===== config.mk =====
export PLATFORM = sky130hd
export DESIGN_NAME = ctrl_fsm_wait_flat
export DESIGN_NICKNAME = d
export VERILOG_FILES = /design/src/rtl/ctrl_fsm_wait_if.sv /design/src/rtl/ctrl_fsm_wait.sv /design/src/flat_wrapper.sv
export SDC_FILE = /design/constraint.sdc
export NUM_CORES = 1
export LEC_CHECK = 0
export ABC_AREA = 1
export BUFFER_PORTS_ARGS = -buffer_cell sky130_fd_sc_hd__buf_2
export CAP_MARGIN = 15
export CELL_PAD_IN_SITES_DETAIL_PLACEMENT = 0
export CELL_PAD_IN_SITES_GLOBAL_PLACEMENT = 1
export CORE_MARGIN = 8
export CORE_UTILIZATION = 30
export CTS_CLUSTER_SIZE = 8
export DETAILED_ROUTE_END_ITERATION = 7
export PLACE_DENSITY_LB_ADDON = 0.1
export SYNTH_ARGS = -nofsm -noshare
export SYNTH_HDL_FRONTEND = slang
export SYNTH_SLANG_ARGS = --single-unit

===== constraint.sdc =====
create_clock -name clk -period 4.1 [get_ports clk]
set_input_delay 0.82 -clock clk [delete_from_list [all_inputs] [get_ports clk]]
set_output_delay 0.82 -clock clk [all_outputs]
set_load 0.02 [all_outputs]

===== src/rtl/ctrl_fsm_wait_if.sv =====
// Control/status bundle between the ctrl_fsm_wait sequencer (master) and the
// datapath/memory side (slave).
interface ctrl_fsm_wait_if;
   logic [2:0] opcode;
   logic [1:0] op;
   logic [2:0] cond;
   logic       Z, N, V;
   logic       mem_ready;
   logic       resume;

   logic [1:0] vsel;
   logic [2:0] nsel;
   logic       loada, loadb, asel, bsel, loadc, loads, write;
   logic [1:0] mem_cmd;
   logic       load_pc, reset_pc, pc_sel, addr_sel, load_ir, load_addr;
   logic       halted, err;
   logic [4:0] state;

   modport master (
      input  opcode, op, cond, Z, N, V, mem_ready, resume,
      output vsel, nsel, loada, loadb, asel, bsel, loadc, loads, write,
      output mem_cmd, load_pc, reset_pc, pc_sel, addr_sel, load_ir, load_addr,
      output halted, err, state
   );

   modport slave (
      output opcode, op, cond, Z, N, V, mem_ready, resume,
      input  vsel, nsel, loada, loadb, asel, bsel, loadc, loads, write,
      input  mem_cmd, load_pc, reset_pc, pc_sel, addr_sel, load_ir, load_addr,
      input  halted, err, state
   );
endinterface


===== src/rtl/ctrl_fsm_wait.sv =====
// Moore instruction sequencer with bounded memory waits, HALT and sticky ERR.
// Define CTRL_FSM_BRANCH_EN to build the BR/BTK branch path.
module ctrl_fsm_wait #(
   parameter int WAIT_LIMIT = 15,
   parameter int WAIT_W     = 4
) (
   input logic             clk,
   input logic             reset,
   ctrl_fsm_wait_if.master bus
);

   typedef enum logic [4:0] {
      RST  = 5'd0,  IF1  = 5'd1,  IF2  = 5'd2,  UPC  = 5'd3,
      DEC  = 5'd4,  LDA  = 5'd5,  LDB  = 5'd6,  EXE  = 5'd7,
      EXA  = 5'd8,  WB   = 5'd9,  MOVI = 5'd10, ACAL = 5'd11,
      LADR = 5'd12, MRD  = 5'd13, LWB  = 5'd14, STB  = 5'd15,
      STP  = 5'd16, MWR  = 5'd17, HALT = 5'd18,
`ifdef CTRL_FSM_BRANCH_EN
      BR   = 5'd20, BTK  = 5'd21,
`endif
      ERR  = 5'd19
   } state_t;

   typedef struct packed {
      logic [1:0] vsel;
      logic [2:0] nsel;
      logic       loada, loadb, asel, bsel, loadc, loads, write;
      logic [1:0] mem_cmd;
      logic       load_pc, reset_pc, addr_sel, load_ir, load_addr;
      logic       halted, err;
   } ctl_t;

   localparam logic [WAIT_W-1:0] LIMIT = WAIT_W'(WAIT_LIMIT);

   state_t            state_q, state_d;
   logic [WAIT_W-1:0] cnt_q, cnt_d;
   ctl_t              ctl_q;
   logic              armed_q;

   function automatic ctl_t decode(state_t s);
      ctl_t c;
      c = '0;
      case (s)
         RST:  begin c.reset_pc = 1'b1; c.load_pc = 1'b1; end
         IF1:  begin c.mem_cmd = 2'b01; c.addr_sel = 1'b1; end
         IF2:  begin c.mem_cmd = 2'b01; c.addr_sel = 1'b1; c.load_ir = 1'b1; end
         UPC:  c.load_pc = 1'b1;
         LDA:  begin c.nsel = 3'b001; c.loada = 1'b1; end
         LDB:  begin c.nsel = 3'b100; c.loadb = 1'b1; end
         EXE:  begin c.loadc = 1'b1; c.loads = 1'b1; end
         EXA:  begin c.loadc = 1'b1; c.loads = 1'b1; c.asel = 1'b1; end
         WB:   begin c.nsel = 3'b010; c.write = 1'b1; end
         MOVI: begin c.nsel = 3'b001; c.vsel = 2'b10; c.write = 1'b1; end
         ACAL: begin c.loadc = 1'b1; c.bsel = 1'b1; end
         LADR: c.load_addr = 1'b1;
         MRD:  c.mem_cmd = 2'b01;
         LWB:  begin c.mem_cmd = 2'b01; c.nsel = 3'b010; c.vsel = 2'b11; c.write = 1'b1; end
         STB:  begin c.nsel = 3'b010; c.loadb = 1'b1; end
         STP:  begin c.loadc = 1'b1; c.asel = 1'b1; end
         MWR:  c.mem_cmd = 2'b10;
         HALT: c.halted = 1'b1;
         ERR:  c.err = 1'b1;
`ifdef CTRL_FSM_BRANCH_EN
         BTK:  c.load_pc = 1'b1;
`endif
         default: ;
      endcase
      return c;
   endfunction

   always_comb begin
      state_d = state_q;
      cnt_d   = '0;
      case (state_q)
         RST:  state_d = armed_q ? IF1 : RST;
         IF1:  if (bus.mem_ready) state_d = IF2;
         IF2:  state_d = UPC;
         UPC:  state_d = DEC;
         DEC: begin
            case (bus.opcode)
               3'b101, 3'b011, 3'b100: state_d = LDA;
               3'b110: state_d = (bus.op == 2'b10) ? MOVI :
                                 (bus.op == 2'b00) ? LDB : ERR;
               3'b111: state_d = HALT;
`ifdef CTRL_FSM_BRANCH_EN
               3'b001: state_d = BR;
`endif
               default: state_d = ERR;
            endcase
         end
         LDA:  state_d = (bus.opcode == 3'b101) ? LDB : ACAL;
         LDB:  state_d = (bus.opcode == 3'b110) ? EXA : EXE;
         EXE:  state_d = (bus.op == 2'b01) ? IF1 : WB;
         EXA:  state_d = WB;
         WB:   state_d = IF1;
         MOVI: state_d = IF1;
         ACAL: state_d = LADR;
         LADR: state_d = (bus.opcode == 3'b011) ? MRD : STB;
         MRD:  if (bus.mem_ready) state_d = LWB;
         LWB:  state_d = IF1;
         STB:  state_d = STP;
         STP:  state_d = MWR;
         MWR:  if (bus.mem_ready) state_d = IF1;
         HALT: if (bus.resume) state_d = IF1;
         ERR:  state_d = ERR;
`ifdef CTRL_FSM_BRANCH_EN
         BR: begin
            case (bus.cond)
               3'b000:  state_d = BTK;
               3'b001:  state_d = bus.Z ? BTK : IF1;
               3'b010:  state_d = !bus.Z ? BTK : IF1;
               3'b011:  state_d = (bus.N != bus.V) ? BTK : IF1;
               3'b100:  state_d = ((bus.N != bus.V) || bus.Z) ? BTK : IF1;
               default: state_d = ERR;
            endcase
         end
         BTK:  state_d = IF1;
`endif
         default: state_d = ERR;
      endcase
      // Counter only runs while parked in a wait state; any other cycle clears it.
      if ((state_q inside {IF1, MRD, MWR}) && !bus.mem_ready) begin
         if (cnt_q == LIMIT) state_d = ERR;
         else                cnt_d   = cnt_q + 1'b1;
      end
   end

   // Outputs are registered from the next state so they always match state_q.
   always_ff @(posedge clk or negedge reset) begin
      if (!reset) begin
         state_q <= RST;
         cnt_q   <= '0;
         ctl_q   <= '0;
         armed_q <= 1'b0;
      end else begin
         state_q <= state_d;
         cnt_q   <= cnt_d;
         ctl_q   <= decode(state_d);
         armed_q <= 1'b1;
      end
   end

`ifdef CTRL_FSM_BRANCH_EN
   logic pc_sel_q;
   always_ff @(posedge clk or negedge reset) begin
      if (!reset) pc_sel_q <= 1'b0;
      else        pc_sel_q <= (state_d == BTK);
   end
   assign bus.pc_sel = pc_sel_q;
`else
   logic unused_br;
   assign unused_br  = ^{bus.cond, bus.Z, bus.N, bus.V};
   assign bus.pc_sel = 1'b0;
`endif

   assign bus.vsel      = ctl_q.vsel;
   assign bus.nsel      = ctl_q.nsel;
   assign bus.loada     = ctl_q.loada;
   assign bus.loadb     = ctl_q.loadb;
   assign bus.asel      = ctl_q.asel;
   assign bus.bsel      = ctl_q.bsel;
   assign bus.loadc     = ctl_q.loadc;
   assign bus.loads     = ctl_q.loads;
   assign bus.write     = ctl_q.write;
   assign bus.mem_cmd   = ctl_q.mem_cmd;
   assign bus.load_pc   = ctl_q.load_pc;
   assign bus.reset_pc  = ctl_q.reset_pc;
   assign bus.addr_sel  = ctl_q.addr_sel;
   assign bus.load_ir   = ctl_q.load_ir;
   assign bus.load_addr = ctl_q.load_addr;
   assign bus.halted    = ctl_q.halted;
   assign bus.err       = ctl_q.err;
   assign bus.state     = state_q;

endmodule


===== src/flat_wrapper.sv =====
// flat-port wrapper written by rule: the top's interface ports become plain ports
module ctrl_fsm_wait_flat 
#(
   parameter int WAIT_LIMIT = 15,
   parameter int WAIT_W     = 4
)
  (clk, reset, bus_opcode, bus_op, bus_cond, bus_Z, bus_N, bus_V, bus_mem_ready, bus_resume, bus_vsel, bus_nsel, bus_loada, bus_loadb, bus_asel, bus_bsel, bus_loadc, bus_loads, bus_write, bus_mem_cmd, bus_load_pc, bus_reset_pc, bus_pc_sel, bus_addr_sel, bus_load_ir, bus_load_addr, bus_halted, bus_err, bus_state);
  ctrl_fsm_wait_if bus_i ();
  input logic clk;
  input logic reset;
  input wire logic [$bits(bus_i.opcode)-1:0] bus_opcode;
  input wire logic [$bits(bus_i.op)-1:0] bus_op;
  input wire logic [$bits(bus_i.cond)-1:0] bus_cond;
  input wire logic [$bits(bus_i.Z)-1:0] bus_Z;
  input wire logic [$bits(bus_i.N)-1:0] bus_N;
  input wire logic [$bits(bus_i.V)-1:0] bus_V;
  input wire logic [$bits(bus_i.mem_ready)-1:0] bus_mem_ready;
  input wire logic [$bits(bus_i.resume)-1:0] bus_resume;
  output wire logic [$bits(bus_i.vsel)-1:0] bus_vsel;
  output wire logic [$bits(bus_i.nsel)-1:0] bus_nsel;
  output wire logic [$bits(bus_i.loada)-1:0] bus_loada;
  output wire logic [$bits(bus_i.loadb)-1:0] bus_loadb;
  output wire logic [$bits(bus_i.asel)-1:0] bus_asel;
  output wire logic [$bits(bus_i.bsel)-1:0] bus_bsel;
  output wire logic [$bits(bus_i.loadc)-1:0] bus_loadc;
  output wire logic [$bits(bus_i.loads)-1:0] bus_loads;
  output wire logic [$bits(bus_i.write)-1:0] bus_write;
  output wire logic [$bits(bus_i.mem_cmd)-1:0] bus_mem_cmd;
  output wire logic [$bits(bus_i.load_pc)-1:0] bus_load_pc;
  output wire logic [$bits(bus_i.reset_pc)-1:0] bus_reset_pc;
  output wire logic [$bits(bus_i.pc_sel)-1:0] bus_pc_sel;
  output wire logic [$bits(bus_i.addr_sel)-1:0] bus_addr_sel;
  output wire logic [$bits(bus_i.load_ir)-1:0] bus_load_ir;
  output wire logic [$bits(bus_i.load_addr)-1:0] bus_load_addr;
  output wire logic [$bits(bus_i.halted)-1:0] bus_halted;
  output wire logic [$bits(bus_i.err)-1:0] bus_err;
  output wire logic [$bits(bus_i.state)-1:0] bus_state;
  assign bus_i.opcode = bus_opcode;
  assign bus_i.op = bus_op;
  assign bus_i.cond = bus_cond;
  assign bus_i.Z = bus_Z;
  assign bus_i.N = bus_N;
  assign bus_i.V = bus_V;
  assign bus_i.mem_ready = bus_mem_ready;
  assign bus_i.resume = bus_resume;
  assign bus_vsel = bus_i.vsel;
  assign bus_nsel = bus_i.nsel;
  assign bus_loada = bus_i.loada;
  assign bus_loadb = bus_i.loadb;
  assign bus_asel = bus_i.asel;
  assign bus_bsel = bus_i.bsel;
  assign bus_loadc = bus_i.loadc;
  assign bus_loads = bus_i.loads;
  assign bus_write = bus_i.write;
  assign bus_mem_cmd = bus_i.mem_cmd;
  assign bus_load_pc = bus_i.load_pc;
  assign bus_reset_pc = bus_i.reset_pc;
  assign bus_pc_sel = bus_i.pc_sel;
  assign bus_addr_sel = bus_i.addr_sel;
  assign bus_load_ir = bus_i.load_ir;
  assign bus_load_addr = bus_i.load_addr;
  assign bus_halted = bus_i.halted;
  assign bus_err = bus_i.err;
  assign bus_state = bus_i.state;
  ctrl_fsm_wait #(.WAIT_LIMIT(WAIT_LIMIT), .WAIT_W(WAIT_W)) u_core (.clk(clk), .reset(reset), .bus(bus_i));
endmodule

=== Word-level counts from Yosys, hierarchy flattened ===
Cells that the tools add are included.

* Add/subtract/negate cells: 1
* Equality and inequality tests: 44
* Multiplexer cells: 34
* Reductions and logical operators: 18

{| class="wikitable"
|+ Operators by type and width
! operator !! number
|-
| case mux 5 bit (17 select lines) || 1
|-
| equality test 5 x 4 -> 1 bit, second input constant || 16
|-
| 2-to-1 mux 5 bit || 8
|-
| equality test 5 x 3 -> 1 bit, second input constant || 7
|-
| equality test 5 bit, second input constant || 7
|-
| equality test 5 x 2 -> 1 bit, second input constant || 4
|-
| 2-to-1 mux 4 bit || 5
|-
| 2-to-1 mux 1 bit || 15
|-
| case mux 5 bit (3 select lines) || 1
|-
| equality test 3 bit, second input constant || 4
|-
| OR reduction 2 bit || 6
|-
| OR reduction 3 bit || 4
|-
| equality test 5 x 1 -> 1 bit, second input constant || 2
|-
| zero test 5 bit || 2
|-
| case mux 3 bit (3 select lines) || 1
|-
| case mux 2 bit (2 select lines) || 2
|-
| OR reduction 4 bit || 2
|-
| adder 4 x 1 -> 4 bit, second input constant || 1
|-
| equality test 4 bit, second input constant || 1
|-
| equality test 3 x 2 -> 1 bit, second input constant || 1
|-
| nonzero test 3 bit || 1
|-
| equality test 2 x 1 -> 1 bit, second input constant || 1
|-
| equality test 2 bit, second input constant || 1
|-
| zero test 2 bit || 1
|-
| other kinds (3) || 3
|}

* Flip-flop bits (word level): 31
* Input bits: 15

=== Logic depth before layout (Yosys ltp) ===
* Depth in word-level cells: 10
* Depth in mapped cells: 14
* Depth with buffers taken out: 13

=== Worst setup path after synthesis ===
Ideal clock, no wire load.

* Path kind: input -> register
* From: input port bus_mem_ready
* To: register u_core.ctl_q, in the netlist u_core.bus.mem_cmd[0]
* Arrival: 1.803 ns
* Required time: 4.032 ns
* Path slack: 2.229 ns
* Stages: 8
* Path buffers: 0
* Cells stage by stage: or2_2 nand2_1 nand4_1 nor2_2 nand3_2 nor2_2 nand3_1 nand3_1

* Longest elaborated chain between the ends: 7
* Elaborated cells between the ends (all ways): 15

{| class="wikitable"
|+ Ends and longest elaborated chain
! element !! line !! source
|-
| from (decl) || flat_wrapper.sv:17 || <nowiki>input wire logic [$bits(bus_i.mem_ready)-1:0] bus_mem_ready;</nowiki>
|-
| 2-to-1 mux 5 bit (on tied branches) || ctrl_fsm_wait.sv:103, ctrl_fsm_wait.sv:76, ctrl_fsm_wait.sv:99 ||
|-
| case mux 5 bit (17 select lines) || ctrl_fsm_wait.sv:74 || <nowiki>case (state_q)</nowiki>
|-
| 2-to-1 mux 5 bit || ctrl_fsm_wait.sv:123 || <nowiki>if (cnt_q == LIMIT) state_d = ERR;</nowiki>
|-
| 2-to-1 mux 5 bit (*) || ctrl_fsm_wait.sv:122 || <nowiki>if ((state_q inside {IF1, MRD, MWR}) && !bus.mem_ready) begin</nowiki>
|-
| net u_core.state_d[1] || ctrl_fsm_wait.sv:35 || <nowiki>state_t state_q, state_d;</nowiki>
|-
| equality test 5 x 1 -> 1 bit, or another cell as far along || ctrl_fsm_wait.sv:43 || <nowiki>case (s)</nowiki>
|-
| OR reduction 4 bit (no source line) || - ||
|-
| case mux 2 bit (2 select lines) (*) || ctrl_fsm_wait.sv:43 ||
|-
| to (signal assigned) || ctrl_fsm_wait.sv:138 || <nowiki>ctl_q <= decode(state_d);</nowiki>
|-
| to (decl) || ctrl_fsm_wait.sv:37 || <nowiki>ctl_t ctl_q;</nowiki>
|}

The timed path passes the listed nets; every way through them passes the cells marked *.

=== Worst setup path in the final report ===
* From: register u_core.state_q[1], in the netlist u_core.bus.state[1]
* To: register u_core.ctl_q, in the netlist u_core.bus.loadb

* Longest elaborated chain between the ends: 8
* Elaborated cells between the ends (all ways): 33

{| class="wikitable"
|+ Ends and longest elaborated chain
! element !! line !! source
|-
| from (decl) || ctrl_fsm_wait.sv:35 ||
|-
| from (signal assigned) || ctrl_fsm_wait.sv:136 || <nowiki>state_q <= state_d;</nowiki>
|-
| equality test 5 x 4 -> 1 bit || ctrl_fsm_wait.sv:74 ||
|-
| OR reduction 3 bit (no source line) || - ||
|-
| case mux 5 bit (17 select lines) || ctrl_fsm_wait.sv:74 ||
|-
| 2-to-1 mux 5 bit || ctrl_fsm_wait.sv:123 ||
|-
| 2-to-1 mux 5 bit (*) || ctrl_fsm_wait.sv:122 ||
|-
| net u_core.state_d[0] || ctrl_fsm_wait.sv:35 ||
|-
| equality test 5 x 3 -> 1 bit or equality test 5 x 4 -> 1 bit (tied branches) || ctrl_fsm_wait.sv:43 ||
|-
| OR reduction 2 bit (no source line) (*) || - ||
|-
| 2-to-1 mux 1 bit (*) || ctrl_fsm_wait.sv:43 ||
|}

Marked as above.

==> reports/summary.md <==
The flow ran to the end, and the final reports show no timing, DRC or antenna violations. The final hold violation count was 0. The headroom to the max-slew limit came out at 0.548. The largest buffer count on any clock path came out at 2.

The number of DRC markers after the initial detailed-route iteration is 122, and the minimum period implied by the final worst setup slack is 2.16 ns. For the total of max-cap violations, the log shows 0. The length in cells of the worst reg-to-reg path came out at 12. Number of fill cells: 645. Global-route met1 utilization: 0.153. The critical path startpoint category was a flop. For this design the ratio of total power to cell area is 721 nW/um^2.

The run gives 42 as the number of I/O pins. For the post-synthesis cell type count, the log shows 23. The library cell used most frequently in the layout, excluding fill and tap cells, is sky130_fd_sc_hd__nand2_1.

The via count of the first global-routing pass was 1669; the cell area after synthesis was 1810 um^2. The sequential area share after synthesis is 0.429. The portion of the clock cycle consumed by the worst path in the final layout is 0.526, and the net count after synthesis is 268. For the pin with the worst max-slew slack, the measured transition is 0.678 ns. Path type of the worst min-delay path: flop to flop. The post-DP HPWL is 4110 um.

The floorplan has 28 rows. A synthesized cell averages 7.17 um^2. Internal power comes to 0.000807 W. Entering global routing, the biggest net connects 32 pins.

The fraction of layout instances using a drive strength above 1 was 0.218; the depth of the worst hold-timing path was 1. The level count of the clock H-tree came out at 2. The setup check on the worst reg-to-reg path leaves a slack of 1.94 ns. The count of buffers added on input and output ports is 34. The global routing usage on met3 was 0.0337; the iteration count of the initial detailed-routing pass was 4.

The worst setup path is captured at a flop. The utilization after layout was 0.364. After global routing the overflow that remains totals 0. The worst-case clock skew came out at 0.0142 ns. After clock tree synthesis, the setup repair step added 0 buffers. After detailed routing, the number of vias per cell comes to 4.53.

The tools report the maximum frequency from static timing analysis as 0.464 GHz. TritonCTS built the clock tree. The endpoint identified for the worst register-to-register timing path is u_core.bus.loadb$_DFF_PN0_. Summed over all instances, the cell type with the most area after synthesis is sky130_fd_sc_hd__dfrtp_1. The cell at the root of the clock tree is sky130_fd_sc_hd__clkbuf_8. The run gives 0 as the initial antenna violation count. The floorplan step set the die height to 93.6 um.

The tools report the TritonCTS sink count as 31. Setup repair after global routing left no endpoint under its margin. The effective utilization at floorplan is 0.307. From synthesis to final layout, the design area changed by 18.4%. The post-detailed-route DRC marker count is 0. In this run the power spent charging and discharging nets is 0.000736 W.

The switching share of power is 0.477. The library cells used most frequently in the layout, excluding fill and tap cells, are sky130_fd_sc_hd__nand2_1, sky130_fd_sc_hd__nor2_1, sky130_fd_sc_hd__buf_2. The share of the synthesized area in the top cell type is 0.429, and the number of synthesis warnings is 0. Global routing's busiest layer: met2. The logs give 0 for the number of buffers inserted for hold repair after clock tree synthesis and 304 for the number of nets in the final layout.

Synthesis inferred 31 register bits. The logs give 0 for the total inserted antenna cells and 0 for the number of setup violations in the final report. The tools report the combinational power share as 0.510.

The run gives 5060 um as the overall routed net length. Synthesis produced a netlist whose cell count is 252. The static power due to leakage is 1.31 nW, and the average detailed-routed wire length per instance is 13.9 um.

The data required time at the worst endpoint was 4.31 ns; the clock slew at the register clock pins of the worst setup and hold paths was 0.07 ns. The worst-case IR drop observed on VDD is 0.299 mV. The met2 track demand over resource is 0.204.

The tools report the capture endpoint of the worst hold path as u_core.cnt_q[0]$_DFF_PN0_. The logs give 0 for the final max-slew violation count and 1649 for the detailed-route via count. For the worst-skew pair, the clock arrives at the later sink with an insertion delay of 0.29 ns. The launch instance of the worst register-to-register path was u_core.bus.state[1]$_DFF_PN0_. The congestion estimate from routability-driven global placement came to 0.893.

The run gives 0.203 as the clock network fraction of total power. The startpoint-to-endpoint class of the critical path was flop to flop. The logs give 0 for the number of cells upsized or downsized after cts and 0.124 for the global routing usage summed across all routing layers. Once detail routing completed, the nets flagged for antenna violations numbered 0. The region available for standard cell placement spans 5890 um^2. The sequential share of power came out at 0.287. Counting the buffers created by CTS gives 5. The global-route wire length before repair was 8420 um; the die footprint was 8760 um^2. The die width came out at 93.6 um. In this run the most critical hold path is launched from u_core.cnt_q[0]$_DFF_PN0_. In this run the worst path has a maximum fanout of 9. Ranked by total cell area, the synthesized netlist is headed by sky130_fd_sc_hd__dfrtp_1, sky130_fd_sc_hd__nand2_1, sky130_fd_sc_hd__nor2_1. In the final timing run, aggregate negative setup slack is 0 ns. The signal arrival time at the worst endpoint was 2.37 ns.
==> logic make-up (layout without fill, tap and decap cells) <==
logic type               count (synthesis)  after routing  share of synthesized area
AND/OR/NAND/NOR                        159            159                      0.402
buffers and inverters                   44             81                      0.108
flip-flops                              31             31                      0.429
AO/OA/AOI/OAI                           14             14                     0.0450
other                                    2              2                    0.00416
adder cells (fa/ha/maj)                  1              1                    0.00692
XOR/XNOR                                 1              1                    0.00485
==> metrics by stage <==
stage          setup slack (ns)  instances  hold WS (ns)  power, W  area (um^2)
3_3_place_gp               1.75        356         0.468   0.00125         2020
5_1_grt                    1.69        364         0.501   0.00168         2140
6_report                   1.94        364         0.479   0.00154         2140
4_1_cts                    1.89        364         0.489   0.00156         2140
3_5_place_dp               1.74        356         0.480   0.00124         2020
2_1_floorplan              2.23        252         0.439   0.00105         1810
==> worst max-delay path, stage by stage, from the launching register on <==
cell and delay [ns]:
sky130_fd_sc_hd__dfrtp_1 0.63, sky130_fd_sc_hd__inv_2 0.11, sky130_fd_sc_hd__nand2_1 0.14, sky130_fd_sc_hd__nor2_1 0.08, sky130_fd_sc_hd__nand3_1 0.19, sky130_fd_sc_hd__o21ai_0 0.12
sky130_fd_sc_hd__nor2_1 0.12, sky130_fd_sc_hd__nand3_1 0.12, sky130_fd_sc_hd__nor2_2 0.17, sky130_fd_sc_hd__inv_2 0.07, sky130_fd_sc_hd__nor2_1 0.16, sky130_fd_sc_hd__nand2_1 0.10
sky130_fd_sc_hd__nand2_1 0.06
==> sequential cells by signal, indices dropped and copies added, names as in the netlist, 2 cells and up <==
signal              flops
u_core.bus.state        5
u_core.cnt_q            4
u_core.bus.mem_cmd      2
u_core.bus.vsel         2
u_core.bus.nsel         3
==> worst max path at each step <==
stage,startpoint,end,cells after the start,slack [ns]
3_5_place_dp,bus_opcode[1],u_core.bus.loadb$_DFF_PN0_,12,1.74
5_1_grt,u_core.bus.state[1]$_DFF_PN0_,u_core.bus.loadb$_DFF_PN0_,12,1.69
2_1_floorplan,bus_mem_ready,u_core.bus.mem_cmd[0]$_DFF_PN0_,8,2.23
3_3_place_gp,bus_opcode[1],u_core.bus.loadb$_DFF_PN0_,12,1.75
4_1_cts,u_core.bus.state[1]$_DFF_PN0_,u_core.bus.loadb$_DFF_PN0_,12,1.89
6_report,u_core.bus.state[1]$_DFF_PN0_,u_core.bus.loadb$_DFF_PN0_,12,1.94
==> routing by layer <==
layer,share of wire,routed length [um],vias to the layer above
met5,0,0,-
met2,0.48,2410,44
li1,-,-,855
met1,0.43,2190,744
met3,0.075,377,6
met4,0.014,72,0
==> power by group through the flow <==
stage                     Combinational, W  Clock, W  Sequential [W]
after CTS                         0.000794  0.000326        0.000443
after floorplan                   0.000574         0        0.000481
after global routing              0.000895  0.000335        0.000453
after global placement            0.000796         0        0.000451
after detailed placement          0.000791         0        0.000449
final                             0.000787  0.000314        0.000443
==> cell usage after synthesis (all sizes together) <==
cell type  instances
nand4              4
a21oi              7
nand3b             2
buf                5
dfrtp             31
xor2               1
o22ai              1
or2                1
nor2              57
nor3               5
ha                 1
o21ai              6
nand2             58
nand3             32
inv               39
conb               2
==> layout make-up <==
cell class / count / area [um^2] / area share
inverter: 39 / 146 / 0.0684
clock inverter: 2 / 35.0 / 0.0164
tap: 75 / 93.8 / 0.0439
multi-input combinational: 177 / 836 / 0.391
sequential: 31 / 776 / 0.363
timing repair buffer: 34 / 170 / 0.0795
clock buffer: 6 / 82.6 / 0.0386
(Power assumes the default switching activity.)
